**config.mk**
```make
export PLATFORM = sky130hd
export DESIGN_NAME = alu_req_sched_flat
export DESIGN_NICKNAME = d
export VERILOG_FILES = /design/src/rtl/alu_req_sched_if.sv /design/src/rtl/alu_req_sched.sv /design/src/flat_wrapper.sv
export SDC_FILE = /design/constraint.sdc
export NUM_CORES = 1
export LEC_CHECK = 0
export CAP_MARGIN = 20
export CELL_PAD_IN_SITES_DETAIL_PLACEMENT = 0
export CELL_PAD_IN_SITES_GLOBAL_PLACEMENT = 1
export CORE_ASPECT_RATIO = 0.7
export CORE_UTILIZATION = 27
export CTS_CLUSTER_DIAMETER = 120
export DETAILED_ROUTE_END_ITERATION = 8
export PLACE_DENSITY = 0.9
export SETUP_SLACK_MARGIN = 0.05
export SLEW_MARGIN = 25
export SYNTH_ARGS = -nofsm -noshare
export SYNTH_HDL_FRONTEND = slang
export SYNTH_SLANG_ARGS = --single-unit
```
**constraint.sdc**
```tcl
create_clock -name clk -period 2.6 [get_ports clk]
set_input_delay 0.39 -clock clk [delete_from_list [all_inputs] [get_ports clk]]
set_output_delay 0.39 -clock clk [all_outputs]
set_load 0.05 [all_outputs]
```
**src/rtl/alu_req_sched_if.sv**
```systemverilog
// alu_req_sched_if: request, ALU and response signals between requesters, scheduler and ALU
interface alu_req_sched_if #(parameter int NREQ = 4);
  localparam int IDW = $clog2(NREQ);
  logic [NREQ-1:0] req_valid;
  logic [NREQ-1:0] req_ready;
  logic [NREQ*8-1:0] req_a;
  logic [NREQ*8-1:0] req_b;
  logic [NREQ*4-1:0] req_cmd;
  logic [7:0] alu_a;
  logic [7:0] alu_b;
  logic [3:0] alu_cmd;
  logic alu_enable;
  logic [15:0] alu_y;
  logic rsp_valid;
  logic rsp_ready;
  logic [IDW-1:0] rsp_id;
  logic [15:0] rsp_data;
  logic rsp_err;
  modport slave (
    input req_valid, req_a, req_b, req_cmd, alu_y, rsp_ready,
    output req_ready, alu_a, alu_b, alu_cmd, alu_enable, rsp_valid, rsp_id, rsp_data, rsp_err
  );
  modport master (
    output req_valid, req_a, req_b, req_cmd, alu_y, rsp_ready,
    input req_ready, alu_a, alu_b, alu_cmd, alu_enable, rsp_valid, rsp_id, rsp_data, rsp_err
  );
endinterface

```
**src/rtl/alu_req_sched.sv**
```systemverilog
// alu_req_sched: round-robin scheduler sharing one combinational ALU among NREQ requesters
module alu_req_sched #(
  parameter int NREQ = 4,
  parameter int MULDIV_CYCLES = 3
) (
  input logic clk,
  input logic rst_n,
  alu_req_sched_if.slave bus
);
  localparam int IDW = $clog2(NREQ);
  localparam int CW = MULDIV_CYCLES > 1 ? $clog2(MULDIV_CYCLES) : 1;
  localparam logic [3:0] MUL = 4'b0100;
  localparam logic [3:0] DIV = 4'b0101;
  typedef enum logic [1:0] {IDLE, EXEC, RESP} state_t;
  state_t state;
  logic [IDW-1:0] last_grant;
  logic [IDW-1:0] win;
  logic [IDW-1:0] op_id;
  logic [CW-1:0] cnt;
  logic found;
  logic [3:0] win_cmd;
  logic div0;
  assign win_cmd = bus.req_cmd[4*win +: 4];
  assign div0 = bus.alu_cmd == DIV && bus.alu_b == 8'd0;
  assign bus.req_ready = (state == IDLE && found) ? NREQ'(1) << win : '0;
  // first valid requester after the last grant, wrapping around
  always_comb begin
    win = last_grant;
    found = 1'b0;
    for (int k = 1; k <= NREQ; k++) begin
      if (!found && bus.req_valid[(int'(last_grant) + k) % NREQ]) begin
        win = IDW'((int'(last_grant) + k) % NREQ);
        found = 1'b1;
      end
    end
  end
  // accept one op, hold it on the ALU for its execute window, then present the result
  always_ff @(posedge clk or negedge rst_n) begin
    if (!rst_n) begin
      state <= IDLE;
      last_grant <= IDW'(NREQ - 1);
      op_id <= '0;
      cnt <= '0;
      bus.alu_a <= '0;
      bus.alu_b <= '0;
      bus.alu_cmd <= '0;
      bus.alu_enable <= 1'b0;
      bus.rsp_valid <= 1'b0;
      bus.rsp_id <= '0;
      bus.rsp_data <= '0;
      bus.rsp_err <= 1'b0;
    end else begin
      case (state)
        IDLE: if (found) begin
          bus.alu_a <= bus.req_a[8*win +: 8];
          bus.alu_b <= bus.req_b[8*win +: 8];
          bus.alu_cmd <= win_cmd;
          bus.alu_enable <= 1'b1;
          op_id <= win;
          last_grant <= win;
          cnt <= (win_cmd == MUL || win_cmd == DIV) ? CW'(MULDIV_CYCLES - 1) : '0;
          state <= EXEC;
        end
        EXEC: if (cnt != '0) cnt <= cnt - 1'b1;
        else begin
          bus.alu_enable <= 1'b0;
          bus.rsp_valid <= 1'b1;
          bus.rsp_id <= op_id;
          bus.rsp_err <= div0;
          bus.rsp_data <= div0 ? 16'h0000 : bus.alu_y;
          state <= RESP;
        end
        RESP: if (bus.rsp_ready) begin
          bus.rsp_valid <= 1'b0;
          state <= IDLE;
        end
        default: state <= IDLE;
      endcase
    end
  end
endmodule
```
**src/flat_wrapper.sv**
```systemverilog
// flat-port wrapper written by rule: the top's interface ports become plain ports
module alu_req_sched_flat 
#(
  parameter int NREQ = 4,
  parameter int MULDIV_CYCLES = 3
)
  (clk, rst_n, bus_req_valid, bus_req_a, bus_req_b, bus_req_cmd, bus_alu_y, bus_rsp_ready, bus_req_ready, bus_alu_a, bus_alu_b, bus_alu_cmd, bus_alu_enable, bus_rsp_valid, bus_rsp_id, bus_rsp_data, bus_rsp_err);
  alu_req_sched_if #(.NREQ(NREQ)) bus_i ();
  input logic clk;
  input logic rst_n;
  input wire logic [$bits(bus_i.req_valid)-1:0] bus_req_valid;
  input wire logic [$bits(bus_i.req_a)-1:0] bus_req_a;
  input wire logic [$bits(bus_i.req_b)-1:0] bus_req_b;
  input wire logic [$bits(bus_i.req_cmd)-1:0] bus_req_cmd;
  input wire logic [$bits(bus_i.alu_y)-1:0] bus_alu_y;
  input wire logic [$bits(bus_i.rsp_ready)-1:0] bus_rsp_ready;
  output wire logic [$bits(bus_i.req_ready)-1:0] bus_req_ready;
  output wire logic [$bits(bus_i.alu_a)-1:0] bus_alu_a;
  output wire logic [$bits(bus_i.alu_b)-1:0] bus_alu_b;
  output wire logic [$bits(bus_i.alu_cmd)-1:0] bus_alu_cmd;
  output wire logic [$bits(bus_i.alu_enable)-1:0] bus_alu_enable;
  output wire logic [$bits(bus_i.rsp_valid)-1:0] bus_rsp_valid;
  output wire logic [$bits(bus_i.rsp_id)-1:0] bus_rsp_id;
  output wire logic [$bits(bus_i.rsp_data)-1:0] bus_rsp_data;
  output wire logic [$bits(bus_i.rsp_err)-1:0] bus_rsp_err;
  assign bus_i.req_valid = bus_req_valid;
  assign bus_i.req_a = bus_req_a;
  assign bus_i.req_b = bus_req_b;
  assign bus_i.req_cmd = bus_req_cmd;
  assign bus_i.alu_y = bus_alu_y;
  assign bus_i.rsp_ready = bus_rsp_ready;
  assign bus_req_ready = bus_i.req_ready;
  assign bus_alu_a = bus_i.alu_a;
  assign bus_alu_b = bus_i.alu_b;
  assign bus_alu_cmd = bus_i.alu_cmd;
  assign bus_alu_enable = bus_i.alu_enable;
  assign bus_rsp_valid = bus_i.rsp_valid;
  assign bus_rsp_id = bus_i.rsp_id;
  assign bus_rsp_data = bus_i.rsp_data;
  assign bus_rsp_err = bus_i.rsp_err;
  alu_req_sched #(.NREQ(NREQ), .MULDIV_CYCLES(MULDIV_CYCLES)) u_core (.clk(clk), .rst_n(rst_n), .bus(bus_i));
endmodule
```
# Word-level counts from Yosys, hierarchy flattened
# Cells that the tools add are included.
dict set report classes {
  n_addsub 5
  multipliers 0
  div 0
  magnitude_cmp 4
  eq_ne 9
  shift 4
  n_mux 36
  n_bitwise 5
  n_reduce_logical 24
}
# operator count
set op_table {}
lappend op_table {{$shiftx A32 B6 Y8} 2}
lappend op_table {{$mux W2} 10}
lappend op_table {{$lt A3 B4 Y1 const B} 4}
lappend op_table {{$mux W1} 16}
lappend op_table {{$mux W16} 1}
lappend op_table {{$shiftx A16 B5 Y4} 1}
lappend op_table {{$eq A4 B3 Y1 const B} 3}
lappend op_table {{$reduce_and A3 Y1} 4}
lappend op_table {{$bmux W1 S2} 4}
lappend op_table {{$logic_not A8 Y1} 1}
lappend op_table {{$reduce_or A2 Y1} 4}
lappend op_table {{$pmux W2 S3} 1}
lappend op_table {{$reduce_bool A2 Y1} 3}
lappend op_table {{$logic_and A1 B1 Y1} 5}
lappend op_table {{$add A2 B1 Y2 const B} 2}
lappend op_table {{$add A2 B2 Y2 const B} 2}
lappend op_table {{$and A1 B1 Y1 const A} 4}
lappend op_table {{$mux W4} 1}
lappend op_table {{$ne A2 B1 Y1 const B} 2}
lappend op_table {{$ne A2 B2 Y1 const B} 2}
lappend op_table {{$pmux W1 S2} 2}
lappend op_table {{$pmux W2 S2} 1}
lappend op_table {{$reduce_and A2 Y1} 2}
lappend op_table {{$shl A1 B2 Y4 const A} 1}
lappend op_table {{other kinds (7)} 9}
dict set report totals {
  register_bits 49
  latch_bits 0
  ram_bits 0
  rom_bits 0
  input_bits 103
  out_inout_bits 45
  word_cells 99
  memories 0
}

# Logic depth before layout (Yosys ltp)
dict set report depth {
  ltp_word 22
  ltp_mapped 8
  depth_no_buf 6
}

# Worst setup path before layout
# OpenSTA, ideal clock, no wires.
dict set report synth_timing {
  kind {register to output}
  startpoint {reg u_core.last_grant[1]}
  endpoint {out bus_req_ready[0]}
  t_arrival_ps 2478
  required_time_ps 2210
  setup_slack_ps -268
  path_stages_with_launch 7
  cell_sequence {dfstp_2 > nand2b_1 > a21oi_1 > or3_1 > buf_2 > clkbuf_1 > nor3_1}
}
dict set report synth_via {
  elab_chain_cells 16
  word_cells_on_any_way 33
  cone_classes {add/sub (4); shift (1); mux (21); reduce/logical (7)}
}
# element line_no
set synth_lines {}
lappend synth_lines {{from (decl)} alu_req_sched.sv:16} ;# logic [IDW-1:0] last_grant;
lappend synth_lines {{from (signal assigned)} alu_req_sched.sv:41} ;# last_grant <= IDW'(NREQ - 1);
lappend synth_lines {{from (signal assigned)} alu_req_sched.sv:60} ;# last_grant <= win;
lappend synth_lines {{$add A2 B1 Y2} {alu_req_sched.sv:31, alu_req_sched.sv:32}}
lappend synth_lines {{$bmux W1 S2} alu_req_sched.sv:31} ;# if (!found && bus.req_valid[(int'(last_grant) + k) % NREQ]) begin
lappend synth_lines {{$mux W1 (not written as such) (2 in series)} alu_req_sched.sv:31}
lappend synth_lines {{$mux W1} alu_req_sched.sv:31}
lappend synth_lines {{$logic_not A1 Y1} alu_req_sched.sv:31}
lappend synth_lines {{$logic_and A1 B1 Y1} alu_req_sched.sv:31}
lappend synth_lines {{$mux W1} alu_req_sched.sv:31}
lappend synth_lines {{$logic_not A1 Y1} alu_req_sched.sv:31}
lappend synth_lines {{$logic_and A1 B1 Y1} alu_req_sched.sv:31}
lappend synth_lines {{$mux W1} alu_req_sched.sv:31}
lappend synth_lines {{$logic_not A1 Y1} alu_req_sched.sv:31}
lappend synth_lines {{$logic_and A1 B1 Y1} alu_req_sched.sv:31}
lappend synth_lines {{$mux W2 or $mux W1 (tied branches)} alu_req_sched.sv:31}
lappend synth_lines {{$shl A1 B2 Y4 or $logic_and A1 B1 Y1 (tied branches)} alu_req_sched.sv:25} ;# assign bus.req_ready = (state == IDLE && found) ? NREQ'(1) << win : '0;
lappend synth_lines {{$mux W4 (*)} alu_req_sched.sv:25}
lappend synth_lines {{to (decl)} flat_wrapper.sv:17} ;# output wire logic [$bits(bus_i.req_ready)-1:0] bus_req_ready;
# Mark *: on every way between the ends. The rest lies on a longest branch, timed or not. The select of a mux whose other input is x is not followed.

# Worst setup path after layout
dict set report layout_timing {
  startpoint {reg u_core.last_grant[1]}
  endpoint {out bus_req_ready[2]}
}
# Same word-level chain as after synthesis.

==> flow_summary.toml <==
[clock_tree]
cts_htree_levels = 2
cts_buffer_depth = 2
cts_hold_buf = 0
cts_buffers = 5
clk_latency_ns = 0.29
clockRootBuffer = "clkbuf_16"
cts_tree = "built"
clock_sinks = 49
cts.clk_slew.worst_paths_ns = 0.07

[min_path]
min_path_type = "primary input to async pin"

[floorplan]
design.core.area_um2 = 9289
die_w_um = 120.2
fp-row-count = 29
dieArea_um2 = 10190
die_h_um = 84.77
boundaryPins = 148
start_util_pct = 28.45

[sta]
finalWorstSetupSlack_ns = 0.09999
worst_pin_slew_ns = 0.7311
min_period_ns = 2.500
rsz0062_at_grt = "true"
drv_slew = 0
hold-worst-slack_ns = 0.1618
fin_crit_sh_pct = 96.15
hold_violations = 0
setup_viol = 0
fmax_mhz = 400.0
slew_headroom_pct = 51.26
clock_skew_ns = 0.004433

[logic_synthesis]
yosysWarnings = 0
yosysTopAreaCell = "dfrtp_1"
synth_cell_types = 34
synth_area_um2 = 2643
syn-num-nets = 413
synthTopCellsByCount = "nand2_1, dfrtp_1, and3_1"
postSynth.topFlopCell = "dfrtp_1"
synth_edf_count = 0
synth_top_area_share_pct = 44.51
avgSynthCellArea_um2 = 8.552
synthArstFlopShare_pct = 100.0
ys_seq_area_share_pct = 46.50
yosys_register_bits = 49
synth_area_leaders = "dfrtp_1, nand2_1, and3_1"
synth_most_common_cell = "nand2_1"
synthCells = 309

[power]
power_density_nw_per_um2 = 1396
max-vdd-ir-drop_mv = 0.4693
power.total_w = 0.006516
p_leak_nw = 2.112

[route]
vias = 2834
ant_nets = 0
drcViolationCount = 0
drt_pass1_iterations = 4
drt_iter0_drc = 91
viasPerCell = 4.787
wl_per_cell_um = 14.80
wirelength_mm = 8.759

[setup_path]
arrival_ns = 2.11
cpPeakStageDelay_ns = 0.60
crit_slowest_cell = "dfstp_2"
critical_path.cell_chain = "or2_1, a21oi_2, or3_1, buf_4, nor3_1, buf_4, buf_12"
path_class = "flip-flop to output pin"
start_kind = "flip-flop"
required_ns = 2.21
setup.worst_path.end_class = "output pin"
path_max_fanout = 8
crit_top_cell = "buf_4"

[final_layout]
regArea_um2 = 1229
antenna_cells = 0
multi_input_area_um2 = 1310
syn2layout_area_growth_pct = 76.66
fill_cells = 889
layout-drive-gt1-share_pct = 12.18
fin_nets = 571
finalNonFillerCells = 592

[global_routing]
grt_usage_pct = 17.49
first_global_vias = 2816
grt_max_degree = 39
grt_pass1_wl_mm = 14.00
grt_overflow = 0
antenna_found_initial = 0

[placed_design]
io_buffers = 147
placed_cells_incl_taps = 583
gp_congestion = 0.8451
pre_cts_slack_ns = -0.02133
dp.final_hpwl_mm = 6.799

[outcome]
outcome = "complete, no violations"

[flow_run]
max-cap-violations = 0
[cells in the final DEF, fill, tap and decap left out]
| master | instances |
|---|---|
| a21boi_1 | 1 |
| a21o_1 | 3 |
| a21oi_1 | 12 |
| a21oi_2 | 2 |
| a22o_1 | 17 |
| a22oi_1 | 3 |
| a31oi_1 | 1 |
| and3_1 | 34 |
| buf_12 | 7 |
| buf_2 | 1 |
| buf_4 | 25 |
| bufinv_16 | 2 |
| clkbuf_16 | 5 |
| clkdlybuf4s50_1 | 139 |
| dfrtp_1 | 47 |
| dfstp_2 | 2 |
| dlygate4sd2_1 | 2 |
| dlymetal6s2s_1 | 1 |
| ha_1 | 1 |
| inv_1 | 7 |
| inv_6 | 1 |
| mux2_2 | 3 |
| nand2_1 | 99 |
| nand2b_1 | 6 |
| nand3_1 | 1 |
| nand3b_1 | 1 |
| nor2_1 | 4 |
| nor3_1 | 1 |
| nor3_2 | 3 |
| nor3_4 | 2 |
| nor4_1 | 2 |
| nor4b_1 | 2 |
| o21ai_0 | 6 |
| o21ai_1 | 1 |
| o31ai_1 | 18 |
| o41ai_2 | 1 |
| or2_1 | 1 |
| or3_1 | 1 |
| or3_4 | 2 |
| or4b_2 | 1 |
[metrics by stage]
stage	TNS, ns	utilization [%]	cell area [um^2]
floorplan	-0.5359	-	2653
global placement	0	47.94	4453
detailed placement	-0.03396	47.94	4453
CTS	0	50.09	4653
global route	0	50.26	4668
finish	0	50.26	4668
[cell type report]
class / instances / share of cell area [%]
clock buffer: 5 / 2.680
clock inverter: 3 / 1.474
inverter: 7 / 0.5629
multi-input combinational: 229 / 28.06
sequential: 49 / 26.32
tap: 124 / 3.324
timing repair buffer: 175 / 37.58
[critical path, delay by kind of cell (launching register included)]
family / cells / cell delay (ns)
AO/OA/AOI/OAI: 1 / 0.06
buffers and inverters: 3 / 0.46
flip-flops: 1 / 0.60
AND/OR/NAND/NOR: 3 / 0.71
[sequential cells by signal, indices dropped and copies added, names as in the netlist]
name / flops
u_core.bus.alu_b: 8
u_core.state: 2
u_core.last_grant: 2
u_core.bus.rsp_valid: 1
u_core.bus.rsp_err: 1
u_core.bus.rsp_id: 2
u_core.bus.rsp_data: 16
u_core.bus.alu_enable: 1
u_core.op_id: 2
u_core.bus.alu_cmd: 4
u_core.bus.alu_a: 8
u_core.cnt: 2
[logic make-up after synthesis]
family | synth area share (%)
mux | 1.278
simple gates | 28.79
compound gates | 17.85
fa+ha+maj | 0.4734
buf+inv | 5.114
flops | 46.50
[path summary, 6_finish.rpt]
check | startpoint | end | slack [ns] | cells past startpoint
worst max-delay path | u_core.last_grant[1]$_DFFE_PN1P_ | bus_req_ready[2] | 0.1 | 7
worst min-delay path | rst_n | u_core.bus.rsp_id[0]$_DFFE_PN0P_ | 0.16 | 1
worst max register to register | u_core.last_grant[1]$_DFFE_PN1P_ | u_core.bus.alu_cmd[3]$_DFFE_PN0P_ | 0.40 | 8
worst min register to register | u_core.op_id[1]$_DFFE_PN0P_ | u_core.op_id[1]$_DFFE_PN0P_ | 0.48 | 1
max in group asynchronous | rst_n | u_core.bus.rsp_data[1]$_DFFE_PN0P_ | 1.73 | 2
min in group clk | u_core.op_id[1]$_DFFE_PN0P_ | u_core.op_id[1]$_DFFE_PN0P_ | 0.48 | 1
[where the power goes]
part	internal, W	switching [W]	total (W)
sequential	0.00117	0.000276	0.00144
combinational	0.00171	0.00252	0.00423
clock	0.000554	0.000286	0.000841
total	0.00343	0.00308	0.00652
[layer usage]
layer / GRT usage (%) / up-vias / wire, um
met3: 5.503 / 13 / 802
met4: 5.499 / 0 / 142
met5: 0 / - / 0
met1: 24.01 / 1308 / 4096
met2: 26.18 / 127 / 3718
li1: - / 1386 / -
[timing repair]
action | 4_1_cts | 5_1_grt
resized for setup | 4 | 2
pin swaps | 0 | 1
setup endpoints to repair | 4 | 4
buffers inserted | 0 | 1
(Power assumes the default switching activity.)
